$ cat src/rtl/keypad_pkg.sv
// Shared definitions for the 4x4 keypad scanner: FSM encoding, matrix size
// and the key-index to hex-code map.
package keypad_pkg;

   localparam int NUM_COLS = 4;
   localparam int NUM_ROWS = 4;
   localparam int NUM_KEYS = NUM_COLS * NUM_ROWS;

   typedef enum logic {
      ARMED = 1'b0,
      HELD  = 1'b1
   } scan_state_t;

   // Entry i (index = col*4 + row) lives in bits [i*4 +: 4].
   localparam logic [4*NUM_KEYS-1:0] KEY_MAP = 64'hDCBA_E963_F852_0741;

   function automatic logic [3:0] key_lookup(input logic [3:0] idx);
      return KEY_MAP[{idx, 2'b00} +: 4];
   endfunction

   function automatic logic [3:0] onehot_index(input logic [NUM_KEYS-1:0] v);
      logic [3:0] idx;
      idx = '0;
      for (int i = 0; i < NUM_KEYS; i++) begin
         if (v[i]) begin
            idx = idx | 4'(i);
         end
      end
      return idx;
   endfunction

endpackage

$ cat src/rtl/sync2.sv
// Generic-width two-flop synchronizer with asynchronous active-low reset.
module sync2 #(
   parameter int WIDTH = 1
) (
   input  logic             clk,
   input  logic             rst_n,
   input  logic [WIDTH-1:0] d,
   output logic [WIDTH-1:0] q
);

   logic [WIDTH-1:0] meta_reg;
   logic [WIDTH-1:0] sync_reg;

   always_ff @(posedge clk or negedge rst_n) begin
      if (!rst_n) begin
         meta_reg <= '0;
         sync_reg <= '0;
      end else begin
         meta_reg <= d;
         sync_reg <= meta_reg;
      end
   end

   assign q = sync_reg;

endmodule

$ cat src/rtl/keypad_scanner.sv
// 4x4 keypad scanner: column drive, whole-keypad snapshot debounce, single-key
// event FSM and a valid/ack handshake towards the SoC.
module keypad_scanner
   import keypad_pkg::*;
#(
   parameter int SCAN_DIV       = 100000,
   parameter int DEBOUNCE_SCANS = 4
) (
   input  logic       clk,
   input  logic       rst,
   input  logic [3:0] row_n,
   output logic [3:0] col_n,
   output logic [3:0] key_code,
   output logic       key_valid,
   input  logic       key_ack,
   output logic       key_overrun,
   output logic       key_down
);

   localparam int                SLOT_W    = $clog2(SCAN_DIV);
   localparam logic [SLOT_W-1:0] SLOT_LAST = SLOT_W'(SCAN_DIV - 1);
   localparam int                STAB_W    = (DEBOUNCE_SCANS > 1) ? $clog2(DEBOUNCE_SCANS) : 1;
   localparam logic [STAB_W-1:0] STAB_MAX  = STAB_W'(DEBOUNCE_SCANS - 1);
   localparam logic [1:0]        COL_LAST  = 2'(NUM_COLS - 1);

   logic [NUM_ROWS-1:0] sync_row_n;
   logic [NUM_ROWS-1:0] row;

   logic [SLOT_W-1:0]   slot_reg, slot_next;
   logic [1:0]          col_reg, col_next;
   logic                slot_last;
   logic                scan_done;

   logic [NUM_KEYS-1:0] snap_reg, snap_next;
   logic [NUM_KEYS-1:0] prev_snap_reg, prev_snap_next;
   logic [STAB_W-1:0]   stable_reg, stable_next;
   logic                accepted;
   logic                snap_any;
   logic                snap_onehot;

   scan_state_t         state_reg, state_next;
   logic                emit;

   logic [3:0]          key_code_reg, key_code_next;
   logic                key_valid_reg, key_valid_next;
   logic                key_overrun_reg, key_overrun_next;
   logic                key_down_reg, key_down_next;

   sync2 #(
      .WIDTH (NUM_ROWS)
   ) u_row_sync (
      .clk   (clk),
      .rst_n (rst),
      .d     (row_n),
      .q     (sync_row_n)
   );

   assign row = ~sync_row_n;

   assign slot_last = (slot_reg == SLOT_LAST);
   assign scan_done = slot_last && (col_reg == COL_LAST);
   assign slot_next = slot_last ? '0 : slot_reg + 1'b1;
   assign col_next  = slot_last ? col_reg + 2'd1 : col_reg;

   // One column driven low at a time; each column's nibble of the snapshot
   // is refreshed from the rows on the last cycle of its slot.
   generate
      for (genvar gi = 0; gi < NUM_COLS; gi++) begin : g_col
         assign col_n[gi] = (col_reg != 2'(gi));
         assign snap_next[gi*NUM_ROWS +: NUM_ROWS] =
            (slot_last && (col_reg == 2'(gi))) ? row : snap_reg[gi*NUM_ROWS +: NUM_ROWS];
      end
   endgenerate

   // Debounce operates on the snapshot including the column written this cycle.
   always_comb begin
      stable_next    = stable_reg;
      prev_snap_next = prev_snap_reg;
      if (scan_done) begin
         if (snap_next == prev_snap_reg) begin
            stable_next = (stable_reg == STAB_MAX) ? STAB_MAX : stable_reg + 1'b1;
         end else begin
            stable_next = '0;
         end
         prev_snap_next = snap_next;
      end
   end

   assign accepted    = scan_done && (stable_next == STAB_MAX);
   assign snap_any    = |snap_next;
   assign snap_onehot = snap_any && ((snap_next & (snap_next - 1'b1)) == '0);

   always_comb begin
      state_next = state_reg;
      emit       = 1'b0;
      if (accepted) begin
         case (state_reg)
            ARMED: begin
               if (snap_onehot) begin
                  emit       = 1'b1;
                  state_next = HELD;
               end else if (snap_any) begin
                  state_next = HELD;
               end
            end
            HELD: begin
               if (!snap_any) begin
                  state_next = ARMED;
               end
            end
            default: state_next = ARMED;
         endcase
      end
   end

   // A new event always wins the code register; an ack in the same cycle
   // only clears the overrun flag, so the fresh event stays valid.
   always_comb begin
      key_code_next    = key_code_reg;
      key_valid_next   = key_valid_reg;
      key_overrun_next = key_overrun_reg;
      key_down_next    = key_down_reg;
      if (key_ack && key_valid_reg) begin
         key_valid_next   = 1'b0;
         key_overrun_next = 1'b0;
      end
      if (emit) begin
         key_code_next  = key_lookup(onehot_index(snap_next));
         key_valid_next = 1'b1;
         if (key_valid_reg && !key_ack) begin
            key_overrun_next = 1'b1;
         end
      end
      if (accepted) begin
         key_down_next = snap_any;
      end
   end

   always_ff @(posedge clk or negedge rst) begin
      if (!rst) begin
         slot_reg      <= '0;
         col_reg       <= '0;
         snap_reg      <= '0;
         prev_snap_reg <= '0;
         stable_reg    <= '0;
      end else begin
         slot_reg      <= slot_next;
         col_reg       <= col_next;
         snap_reg      <= snap_next;
         prev_snap_reg <= prev_snap_next;
         stable_reg    <= stable_next;
      end
   end

   always_ff @(posedge clk or negedge rst) begin
      if (!rst) begin
         state_reg <= ARMED;
      end else begin
         state_reg <= state_next;
      end
   end

   always_ff @(posedge clk or negedge rst) begin
      if (!rst) begin
         key_code_reg    <= '0;
         key_valid_reg   <= 1'b0;
         key_overrun_reg <= 1'b0;
         key_down_reg    <= 1'b0;
      end else begin
         key_code_reg    <= key_code_next;
         key_valid_reg   <= key_valid_next;
         key_overrun_reg <= key_overrun_next;
         key_down_reg    <= key_down_next;
      end
   end

   assign key_code    = key_code_reg;
   assign key_valid   = key_valid_reg;
   assign key_overrun = key_overrun_reg;
   assign key_down    = key_down_reg;

endmodule

$ cat config.mk
export PLATFORM = sky130hd
export DESIGN_NAME = keypad_scanner
export DESIGN_NICKNAME = d
export VERILOG_FILES = /design/src/rtl/keypad_pkg.sv /design/src/rtl/sync2.sv /design/src/rtl/keypad_scanner.sv
export SDC_FILE = /design/constraint.sdc
export NUM_CORES = 1
export LEC_CHECK = 0
export ABC_AREA = 0
export ABC_CLOCK_PERIOD_IN_PS = 5100
export CAP_MARGIN = 0
export CORE_UTILIZATION = 50
export CTS_CLUSTER_DIAMETER = 50
export DETAILED_ROUTE_END_ITERATION = 10
export PLACE_DENSITY_LB_ADDON = 0.3
export SLEW_MARGIN = 15
export SYNTH_ARGS = -nofsm -noshare
export SYNTH_HDL_FRONTEND = slang
export SYNTH_SLANG_ARGS = --single-unit
$ cat constraint.sdc
create_clock -name clk -period 5.1 [get_ports clk]
set_input_delay 1.02 -clock clk [delete_from_list [all_inputs] [get_ports clk]]
set_output_delay 1.02 -clock clk [all_outputs]
set_load 0.02 [all_outputs]
==> Word-level counts from Yosys, hierarchy flattened <==
Cells that the tools add are included.
{ "op_classes": {"n_eq_ne": 10, "shift": 1, "addsub": 4, "mux": 35, "n_reduce_logical": 14, "n_bitwise": 3} }
{ "op_table": {"columns": ["operator", "n"], "rows": [
  ["$shiftx A64 B7 Y4 const A", 1],
  ["$mux W4", 13],
  ["$add A17 B1 Y17 const B", 1],
  ["$eq A17 B17 Y1 const B", 1],
  ["$mux W17", 1],
  ["$and A16 B16 Y16", 1],
  ["$eq A16 B16 Y1", 1],
  ["$logic_not A16 Y1", 1],
  ["$reduce_or A16 Y1", 1],
  ["$sub A16 B1 Y16 const B", 1],
  ["$mux W3", 4],
  ["$mux W1", 11],
  ["$mux W2", 5],
  ["$eq A2 B2 Y1 const B", 4],
  ["$logic_and A1 B1 Y1", 8],
  ["$add A2 B1 Y2 const B", 2],
  ["$ne A2 B2 Y1 const B", 2],
  ["$not A4 Y4", 1],
  ["$reduce_bool A2 Y1", 2],
  ["$eq A2 B1 Y1 const B", 1],
  ["$logic_not A2 Y1", 1],
  ["$ne A2 B1 Y1 const B", 1],
  ["$pmux W1 S2", 1],
  ["$logic_not A1 Y1", 1],
  ["$not A1 Y1", 1]
]} }
{ "word_totals": {"output_inout_bits": 11, "register_bits": 69, "wordCells": 79, "input_bits": 7} }

==> Longest topological paths before layout <==
Gate-level depths: netlist (run 1).
{ "logic_depth": {"word_depth": 20, "mapped_depth": 13, "ltp_nobuf": 12} }

==> Modules after synthesis <==
From an unflattened synthesis (run 1), not the netlist that was laid out.
{ "hier_totals": {"hier_cells": 457, "area_unflattened_um2": 4063.9} }
{ "by_module_without_submodules": {"columns": ["mod", "n_inst", "seq_area_each_um2", "cells_each", "area_each_um2"], "rows": [
  ["keypad_scanner", 1, 1526.5, 449, 3863.7],
  ["sync2", 1, 200.2, 8, 200.2]
]} }

==> Least setup slack after synthesis (run 1) <==
OpenSTA, ideal clock, no wires.
{ "synth_timing": {"kind": "register to register", "startpoint": "register slot_reg[0]", "endpoint": "register key_code_reg[2] (netlist: key_code[2])", "slack_ns": 1.729, "n_path_buf": 1, "synth_period_minus_slack_ns": 3.371, "setup_ns": 0.064, "required_time_ns": 5.036, "arrival_time_ns": 3.307, "stages_incl_launch_ff": 14, "path_cell_list": "dfrtp_1 > ha_1 > and4_2 > and4_4 > buf_6 > and2_1 > a21boi_1 > inv_2 > or4_1 > nor4_2 > ha_1 > or3_1 > o211ai_1 > mux2_4"} }
{ "synth_via": {"elab_cells_between_ends": 39, "classes_between": "add/sub (1); eq/ne (3); shift (1); mux (25); bitwise (1); reduce/logical (8)"} }
{ "synth_lines": {"columns": ["element", "line_no", "text"], "rows": [
  ["from (decl)", "keypad_scanner.sv:29", "logic [SLOT_W-1:0] slot_reg, slot_next;"],
  ["from (signal assigned)", "keypad_scanner.sv:147", "slot_reg <= slot_next;"],
  ["$eq A17 B17 Y1 *", "keypad_scanner.sv:60", "assign slot_last = (slot_reg == SLOT_LAST);"],
  ["$logic_and A1 B1 Y1 *", "keypad_scanner.sv:71", "(slot_last && (col_reg == 2'(gi))) ? row : snap_reg[gi*NUM_ROWS +: NUM_ROWS];"],
  ["$mux W4 *", "keypad_scanner.sv:71", null],
  ["net snap_next[3]", "keypad_scanner.sv:34", "logic [NUM_KEYS-1:0] snap_reg, snap_next;"],
  ["$mux W2", "keypad_pkg.sv:25", "if (v[i]) begin"],
  ["$mux W3 (4 in series)", "keypad_pkg.sv:25", null],
  ["$mux W4 (8 in series)", "keypad_pkg.sv:25", null],
  ["$mux W4", "keypad_scanner.sv:127", "if (emit) begin"],
  ["$shiftx A64 B7 Y4", "keypad_pkg.sv:18", "return KEY_MAP[{idx, 2'b00} +: 4];"],
  ["to (signal assigned)", "keypad_scanner.sv:170", "key_code_reg <= key_code_next;"],
  ["to (decl)", "keypad_scanner.sv:44", "logic [3:0] key_code_reg, key_code_next;"]
]} }
Mark *: on every way through the listed nets, which the timed path passes. The rest lies on a longest branch. The select of a mux whose other input is x is not followed.
A chain may end at the register's enable or synchronous reset.

==> Worst setup path in the final report (run 1) <==
{ "layout_timing": {"startpoint": "register slot_reg[0]", "endpoint": "register key_code_reg[2] (netlist: key_code[2])"} }
{ "layout_via": {"elab_cells_between_ends": 39, "classes_between": "add/sub (1); eq/ne (3); shift (1); mux (25); bitwise (1); reduce/logical (8)"} }
{ "layout_lines": {"columns": ["element", "line_no"], "rows": [
  ["$eq A17 B17 Y1 *", "keypad_scanner.sv:60"],
  ["$logic_and A1 B1 Y1 *", "keypad_scanner.sv:71"],
  ["$mux W4 *", "keypad_scanner.sv:71"],
  ["net snap_next[5]", "keypad_scanner.sv:34"],
  ["$mux W3 (3 in series)", "keypad_pkg.sv:25"],
  ["$mux W4 (8 in series)", "keypad_pkg.sv:25"],
  ["$mux W4", "keypad_scanner.sv:127"],
  ["$shiftx A64 B7 Y4", "keypad_pkg.sv:18"]
]} }
Marks and branches as above.

==> flow_metrics.tcl, run 1 <==
set metrics [dict create \
    status "completed" \
    pre_cts_slack_ns 1.17 \
    ys_ff_latch 69 \
    rrSetupSlack_ns 1.04 \
    fin_crit_sh_pct 79.6 \
    synthToLayoutAreaGrowth_pct 11.4 \
    rsz0062_at_grt "no" \
    finalSetupViolCount 0 \
    r2r-end "key_code[2]$_DFFE_PN0P_" \
    leakage_uw 0.00208 \
    std_cell_rows 31 \
    regToRegStartpoint "slot_reg[0]$_DFF_PN0_" \
    critPathRequiredTime_ns 5.40 \
    path_clk_slew_ns 0.08 \
    io_pins 18 \
    yosysWarnings 0 \
    swShare_pct 22.4 \
    largest_reg_flops 17 \
    p_seq_share_pct 50.8 \
    drcViolationCount 0 \
    htreeDepth 3 \
    gp_congestion 1.04 \
    synth_area_sq_mm 0.00392 \
    routed-via-count 3244 \
    dieArea_sq_mm 0.00819 \
    comb_power_share_pct 2.2 \
    clk_latency_ns 0.35 \
    post_synth.cell_area_avg_sq_um 9.39 \
    p_sw_uw 245 \
    max_freq_mhz 246 \
    slew_violations 0 \
    cts_setup_buffers 0 \
    antenna_cells 0 \
    end_kind "flop" \
    hold_slack_ns 0.351 \
    synth_flop_cell "dfrtp_1" \
    synth_edf_count 0 \
    fin_setup_tns_ns 0 \
    crit_type "flop to flop" \
    cts_tree "built" \
    yosysSeqAreaShare_pct 44.1 \
    coreArea_sq_mm 0.00741 \
    syn-num-nets 431 \
    cp-startpoint "slot_reg[0]$_DFF_PN0_" \
    dp_hpwl_um 6550 \
    yosysTopAreaCell "dfrtp_1" \
    ys_top_cells_by_area "dfrtp_1 44%, nand2_1 4.9%, xor2_1 4.0%, o21ai_0 4.0%, a21oi_1 3.2%" \
    drtAntennaViolNets 0 \
    vdd_drop_max_uv 178 \
    setup_ws_ns 1.04 \
    fillers 661 \
    grt_pass1_vias 3087 \
    avgViaCountPerCell 6.09 \
    endpoint "key_code[2]$_DFFE_PN0P_" \
    cts_resized 0 \
    skew_ns 0.00854 \
    drive_gt1_share_pct 11.1 \
    hp-class "flop to flop" \
    final_cell_mix "69 x dfrtp_1, 51 x nand2_1, 31 x o21ai_0" \
    wl_um 9370 \
    period_minus_slack_ns 4.06 \
    final_common_cell "dfrtp_1" \
    netlist_instances 417 \
    grt_util_all_layers_pct 24.5 \
    cp_max_fo 14 \
    critPathLaunchType "flop" \
    overflow 0 \
    maxCapViolCount 0 \
    ctsHoldBuffers 0 \
    async_flop_share_pct 100 \
    die_h_um 90.5 \
    firstDrtPassIters 5 \
    reg2reg_depth 11 \
    p_int_uw 850 \
    dieWidth_um 90.5 \
    cts_root_buf "clkbuf_8" \
    crit_arrival_ns 4.35 \
    grt_max_degree 70 \
    max_slew_margin_pct 42.6 \
    hold_viol_final 0 \
    cts.sink_count 69 \
    portBuffers 17 \
    final_nets 443 \
    tightestPinTransition_ns 0.861 \
    wl_per_cell_um 17.6 \
    start_util_pct 52.9 \
    drt-initial-drc-count 314 \
    clkPwrFrac_pct 47.0 \
    p_per_area_mw_per_mm2 251 \
    cts_made_buffers 9 \
    synth_top_area_share_pct 44.1 \
    grt_pass1_wl_um 15600 \
    synth_cell_types 66 \
    cts_buffer_depth 2 \
    antenna_found_initial 0 \
]
[final cells by class]
type	instances	area (sq um)	share of cell area, %
multi-input combinational	301	1990	45.5
sequential	69	1730	39.6
timing repair buffer	20	188	4.30
clock buffer	10	138	3.16
tap	99	124	2.84
inverter	28	105	2.41
clock inverter	6	95.1	2.18
[power by group through the flow]
stage / sequential (uW) / clock [uW] / combinational, uW
final: 557 / 515 / 24.0
after detailed placement: 567 / 0 / 24.5
after global placement: 567 / 0 / 24.5
after global routing: 557 / 552 / 27.5
after floorplan: 562 / 0 / 10.3
after CTS: 556 / 525 / 24.7
[synth_stat cells (5+ instances only)]
library cell  number
mux2i_1            6
o21ai_0           31
o211ai_1           5
nor2_1            30
inv_1             27
clkbuf_1          14
nand2_1           51
a211o_1            5
and2_1             5
xor2_1            18
nand3_1           12
and3_1             5
mux2_2             6
o22ai_1            6
a21oi_1           25
ha_1               7
xnor2_1           10
o21ai_1            5
nor3_1             9
or3_1              5
dfrtp_1           69
[kinds of logic after synthesis]
group           synth area share (%)
flops                           44.1
buf+inv                         5.21
simple gates                    19.6
fa+ha+maj                       2.75
xor+xnor                        6.26
mux                             4.79
compound gates                  17.3
[how the worst min path moves through the flow]
stage               depth (start not counted)                         to                        startpoint
finish                                      0  u_row_sync.q[2]$_DFF_PN0_  u_row_sync.meta_reg[2]$_DFF_PN0_
detailed placement                          0  u_row_sync.q[2]$_DFF_PN0_  u_row_sync.meta_reg[2]$_DFF_PN0_
CTS                                         0  u_row_sync.q[2]$_DFF_PN0_  u_row_sync.meta_reg[2]$_DFF_PN0_
global placement                            0  u_row_sync.q[3]$_DFF_PN0_  u_row_sync.meta_reg[3]$_DFF_PN0_
floorplan                                   0  u_row_sync.q[0]$_DFF_PN0_  u_row_sync.meta_reg[0]$_DFF_PN0_
global route                                0  u_row_sync.q[1]$_DFF_PN0_  u_row_sync.meta_reg[1]$_DFF_PN0_
[layer usage]
layer	global-route usage (%)	wire length, um	share of wire (%)	up-vias
li1	-	-	-	1498
met1	34.7	4300	46	1574
met2	34.9	4150	44	146
met3	5.05	645	6.9	26
met4	13.3	280	3.0	0
met5	0	0	0	-
[worst max-delay path, stage by stage (launching register included)]
cell,delay [ns]
dfrtp_1,0.39
ha_1,0.21
and4_2,0.31
nand4_2,0.42
o21ai_1,0.38
o21ai_0,0.22
or4_1,0.59
nor4_2,0.49
ha_1,0.34
or3_1,0.37
o211ai_1,0.09
mux2_4,0.17
[stage by stage]
step	area, sq um	utilization (%)	power (uW)	std cells
2_1_floorplan	3920	-	572	417
3_3_place_gp	4130	55.7	592	517
3_5_place_dp	4130	55.7	592	517
4_1_cts	4360	58.9	1110	533
5_1_grt	4360	58.9	1140	533
6_report	4360	58.9	1100	533
Note: power is estimated with default switching activity, not from simulation.
==> run 2, diff against run 1 <==
Settings changed: ABC_CLOCK_PERIOD_IN_PS 5100 to 3650.
Clock period 5.1 ns to 3.65 ns, I/O delays scaled along.
==> run 2 against run 1 <==
First-iteration DRC count rose by 14%. Clock skew fell by 0.0016 ns. Largest power group unchanged. Global-route usage rose by 1.2 points. Final cell count rose by 4.1%. Clock power rose by 19%. Worst setup slack got worse by 0.86 ns. Largest cell class unchanged. Via count rose by 3.3%. Routed wire length rose by 5.7%. Highest routed layer unchanged. Fmax rose by 17%. Clock-buffer cell count rose by 2. Register-to-register slack got worse by 0.86 ns. Combinational power rose by 71%.
==> flow_metrics.tcl, run 2 (same netlist as run 1, synthesis figures left out) <==
set metrics [dict create \
    status "completed" \
    drcViolationCount 0 \
    swShare_pct 22.1 \
    skew_ns 0.00694 \
    hp-class "flop to flop" \
    period_minus_slack_ns 3.47 \
    final_cell_mix "69 x dfrtp_1, 50 x nand2_1, 30 x nor2_1, 30 x o21ai_0, 27 x inv_1" \
    dieArea_sq_mm 0.00819 \
    fin_util_pct 60.9 \
    std_cell_rows 31 \
    max_freq_mhz 288 \
    area.sequential_sq_mm 0.00173 \
    hold_slack_ns 0.352 \
    routed-via-count 3351 \
    cts_tree "built" \
    clk_latency_ns 0.34 \
    drt-initial-drc-count 358 \
    finalSetupViolCount 0 \
    leakage_uw 0.00216 \
    tightestPinTransition_ns 0.854 \
    drtAntennaViolNets 0 \
    worstHoldEndpoint "u_row_sync.q[2]$_DFF_PN0_" \
    start_util_pct 52.9 \
    largest_reg_flops 17 \
    p_seq_share_pct 54.2 \
    max_slew_margin_pct 43.0 \
    cpPeakStageDelay_ns 0.54 \
    ctsHoldBuffers 0 \
    io_pins 18 \
    pre_cts_slack_ns 0.000164 \
    gp_congestion 1.01 \
    cts_buffer_depth 2 \
    p_sw_uw 316 \
    critPathRequiredTime_ns 3.88 \
    final_common_cell "dfrtp_1" \
    critPathSlowestCell "or4_4" \
    cts.sink_count 69 \
    wl_um 9910 \
    coreArea_sq_mm 0.00741 \
    regToRegStartpoint "slot_reg[0]$_DFF_PN0_" \
    drive_gt1_share_pct 15.6 \
    cts_root_buf "clkbuf_8" \
    overflow 0 \
    comb_power_share_pct 2.9 \
    p_int_uw 1110 \
    grt_util_all_layers_pct 25.7 \
    grt_max_degree 70 \
    grt_pass1_vias 3319 \
    hold_viol_final 0 \
    rsz0062_at_grt "no" \
    rrSetupSlack_ns 0.18 \
    portBuffers 17 \
    final_nets 465 \
    path_buf_inv 1 \
    synthToLayoutAreaGrowth_pct 15.2 \
    clkPwrFrac_pct 43.0 \
    cts_made_buffers 9 \
    wl_per_cell_um 17.9 \
    maxCapViolCount 0 \
    htreeDepth 3 \
    critPathLaunchType "flop" \
    crit_type "flop to flop" \
    firstDrtPassIters 6 \
    p_per_area_mw_per_mm2 317 \
    die_h_um 90.5 \
    dieWidth_um 90.5 \
    r2r-end "key_code[2]$_DFFE_PN0P_" \
    setup_ws_ns 0.177 \
    vdd_drop_max_uv 254 \
    multi_input_area_sq_mm 0.00201 \
    hp-start "u_row_sync.meta_reg[2]$_DFF_PN0_" \
    crit_chain "ha_1 -> and4_2 -> nand4_4 -> buf_4 -> o211ai_1 -> o21ai_0 -> or4_4 -> nor4_4 -> and3_4 -> o2111ai_4 -> mux2_4" \
    fin_setup_tns_ns 0 \
    path_clk_slew_ns 0.07 \
    fin_crit_sh_pct 95.1 \
    postLayoutCellArea_sq_mm 0.00451 \
    dpl_cell_area_sq_mm 0.00425 \
    antenna_found_initial 0 \
    dp_hpwl_um 6970 \
    cp_max_fo 11 \
    antenna_cells 0 \
    crit_arrival_ns 3.70 \
    slew_violations 0 \
    cpLargestDelayFamily "simple AND/OR/NAND/NOR gates" \
    reg2reg_depth 11 \
    fillers 619 \
    avgViaCountPerCell 6.04 \
    end_kind "flop" \
    whs_path_depth 0 \
    grt_pass1_wl_um 16500 \
]
## run 2: changes by cell type in the layout (fill, tap and decap cells not counted), moves of 2 or more
cell      before  now
buf_4          3   25
clkinv_4       3    0
clkbuf_1       0    2
clkinv_2       0    2
## run 2: final cells by class
class	count	area share, %
sequential	69	38.3
inverter	28	2.33
timing repair buffer	42	7.82
clock buffer	12	3.22
tap	99	2.75
multi-input combinational	301	44.6
clock inverter	4	1.05
## run 2: how the worst max path moves through the flow
stage                     startpoint                 endpoint  slack (ns)  depth (start not counted)
6_report       slot_reg[0]$_DFF_PN0_  key_code[2]$_DFFE_PN0P_        0.18                         11
5_1_grt        slot_reg[0]$_DFF_PN0_  key_code[2]$_DFFE_PN0P_        0.03                         11
4_1_cts        slot_reg[0]$_DFF_PN0_  key_code[2]$_DFFE_PN0P_        0.11                         12
3_5_place_dp   slot_reg[0]$_DFF_PN0_  key_code[2]$_DFFE_PN0P_      0.0002                         12
3_3_place_gp   slot_reg[0]$_DFF_PN0_  key_code[2]$_DFFE_PN0P_        0.18                         12
2_1_floorplan  slot_reg[0]$_DFF_PN0_  key_code[2]$_DFFE_PN0P_        0.28                         13
## run 2: power by group through the flow
stage	combinational (uW)	clock [uW]	sequential (uW)
2_1_floorplan	14.5	0	785
3_3_place_gp	41.2	0	788
3_5_place_dp	41.9	0	789
4_1_cts	42.0	630	774
5_1_grt	46.4	662	774
6_report	41.1	614	774
## run 2: per-layer routing
metal	vias up	global-route usage [%]	wire length [um]
met5	-	0	0
met4	0	12.2	267
met3	30	5.89	816
met2	181	38.3	4410
met1	1608	35.4	4410
li1	1532	-	-
## run 2: metrics by stage
| step | total power, uW | instances |
|---|---|---|
| after floorplan | 800 | 417 |
| after global placement | 830 | 533 |
| after detailed placement | 830 | 533 |
| after CTS | 1450 | 549 |
| after global routing | 1480 | 555 |
| final | 1430 | 555 |
## run 2: what timing repair did
item                       CTS  global route
cloned                       0             0
buffers inserted             0             6
gates resized for setup      1             5
setup endpoints to repair    1             4
pin swaps                    0             4
==> run 3, diff against run 2 <==
Settings changed: GPL_ROUTABILITY_DRIVEN from default to 0, REMOVE_ABC_BUFFERS from default to 1.
==> run 3 against run 2 <==
Utilization grew 0.084 points. Combinational power about the same. Design area rose by 0.14%. Via count is 2.4% lower. Clock-buffer cell count fell by 2. Global-route usage decreased by 0.99 points. Critical endpoint unchanged. Highest routed layer unchanged.
==> flow_metrics.tcl, run 3 (same netlist as run 1, synthesis figures left out) <==
set metrics [dict create \
    drt-initial-drc-count 329 \
    fin_crit_sh_pct 95.0 \
    cpLargestDelayFamily "simple AND/OR/NAND/NOR gates" \
    critPathMostFrequentCell "ha_1" \
    portBuffers 17 \
    grt_max_degree 51 \
    end_kind "flop" \
    cts.sink_count 69 \
    drtAntennaViolNets 0 \
    cts_made_buffers 9 \
    cts_tree "built" \
    tightestPinTransition_ns 0.724 \
    dpl_cell_area_sq_mm 0.00426 \
    crit_type "flop to flop" \
    io_pins 18 \
    slew_violations 0 \
    firstDrtPassIters 6 \
    dieArea_sq_mm 0.00819 \
    ctsHoldBuffers 0 \
    fillers 613 \
    vdd_drop_max_uv 256 \
    final_common_cell "dfrtp_1" \
    avgViaCountPerCell 5.94 \
    cpPeakStageDelay_ns 0.46 \
    grt_pass1_vias 3184 \
    critPathRequiredTime_ns 3.95 \
    crit_arrival_ns 3.77 \
    die_h_um 90.5 \
    skew_ns 0.0132 \
    grt_util_all_layers_pct 24.7 \
    clk_latency_ns 0.36 \
    finalSetupViolCount 0 \
    leakage_uw 0.00217 \
    wl_um 9380 \
    drcViolationCount 0 \
    wl_per_cell_um 17.0 \
    p_per_area_mw_per_mm2 335 \
    synthToLayoutAreaGrowth_pct 15.4 \
    hold_viol_final 0 \
    hp-class "flop to flop" \
    cts_buffer_depth 2 \
    final_nets 461 \
    path_clk_slew_ns 0.08 \
    final_cell_mix "69 x dfrtp_1, 51 x nand2_1, 31 x o21ai_0" \
    rsz0062_at_grt "no" \
    routed-via-count 3271 \
    cts_root_buf "clkbuf_8" \
    max_freq_mhz 288 \
    crit_chain "ha_1 -> and4_2 -> and4_4 -> and2_1 -> a21boi_2 -> inv_2 -> or4_1 -> nor4_4 -> ha_1 -> or3_1 -> o211ai_1 -> mux2_4" \
    period_minus_slack_ns 3.47 \
    antenna_found_initial 0 \
    htreeDepth 3 \
    max_slew_margin_pct 51.2 \
    postLayoutCellArea_sq_mm 0.00452 \
    grt_pass1_wl_um 15700 \
    overflow 0 \
    status "completed" \
    dp.cells 535 \
    critPathSlowestCell "or4_1" \
    dp_hpwl_um 6730 \
    largest_reg_flops 17 \
    antenna_cells 0 \
    fin_cells 551 \
    finalPower_uw 1510 \
    path_buf_inv 1 \
    maxCapViolCount 0 \
    std_cell_rows 31 \
    dieWidth_um 90.5 \
    drive_gt1_share_pct 14.8 \
    cp_max_fo 11 \
    start_util_pct 52.9 \
    coreArea_sq_mm 0.00741 \
    critPathLaunchType "flop" \
]
## run 3: metrics by stage
stage / setup WS, ns / hold slack (ns) / utilization [%] / TNS (ns)
6_report: 0.183 / 0.349 / 61.0 / 0
5_1_grt: 0.00237 / 0.361 / 61.0 / 0
4_1_cts: 0.0328 / 0.353 / 60.5 / 0
3_5_place_dp: 0.0370 / 0.336 / 57.6 / 0
3_3_place_gp: 0.210 / 0.333 / 57.6 / 0
2_1_floorplan: -0.0132 / 0.331 / - / -0.0132
## run 3: final timing paths
kind                                                  startpoint                            to  slack, ns  cells after the start
min in group asynchronous                                    rst        slot_reg[16]$_DFF_PN0_       0.38                      1
worst min-delay path            u_row_sync.meta_reg[1]$_DFF_PN0_     u_row_sync.q[1]$_DFF_PN0_       0.35                      0
worst max register to register             slot_reg[0]$_DFF_PN0_       key_code[2]$_DFFE_PN0P_       0.18                     12
worst min register to register  u_row_sync.meta_reg[1]$_DFF_PN0_     u_row_sync.q[1]$_DFF_PN0_       0.35                      0
worst max-delay path                       slot_reg[0]$_DFF_PN0_       key_code[2]$_DFFE_PN0P_       0.18                     12
max in group asynchronous                                    rst  prev_snap_reg[2]$_DFFE_PN0N_       2.56                      2
## run 3: final cells by class
cell class | count | area (sq um) | area share [%]
Multi-Input combinational cell | 301 | 2020 | 44.6
Clock buffer | 10 | 128 | 2.82
Tap cell | 99 | 124 | 2.74
Clock inverter | 6 | 93.8 | 2.08
Timing Repair Buffer | 38 | 325 | 7.20
Sequential cell | 69 | 1730 | 38.2
Inverter | 28 | 105 | 2.33
## run 3: timing repair
action	CTS	global route
resized for setup	0	5
setup buffers	0	0
setup endpoints to repair	0	4
## run 3: where the power goes
group,internal [uW],switching [uW],leakage [uW],total (uW)
Combinational,12.9,28.4,0.00113,41.3
Clock,391,308,0.000107,698
Sequential,768,5.26,0.000931,773
Total,1170,341,0.00217,1510
## run 3: routing by layer
metal | GRT usage [%] | vias up | wire (um)
li1 | - | 1535 | -
met1 | 32.5 | 1544 | 4070
met2 | 38.5 | 160 | 4300
met3 | 5.30 | 32 | 663
met4 | 12.6 | 0 | 347
met5 | 0 | - | 0
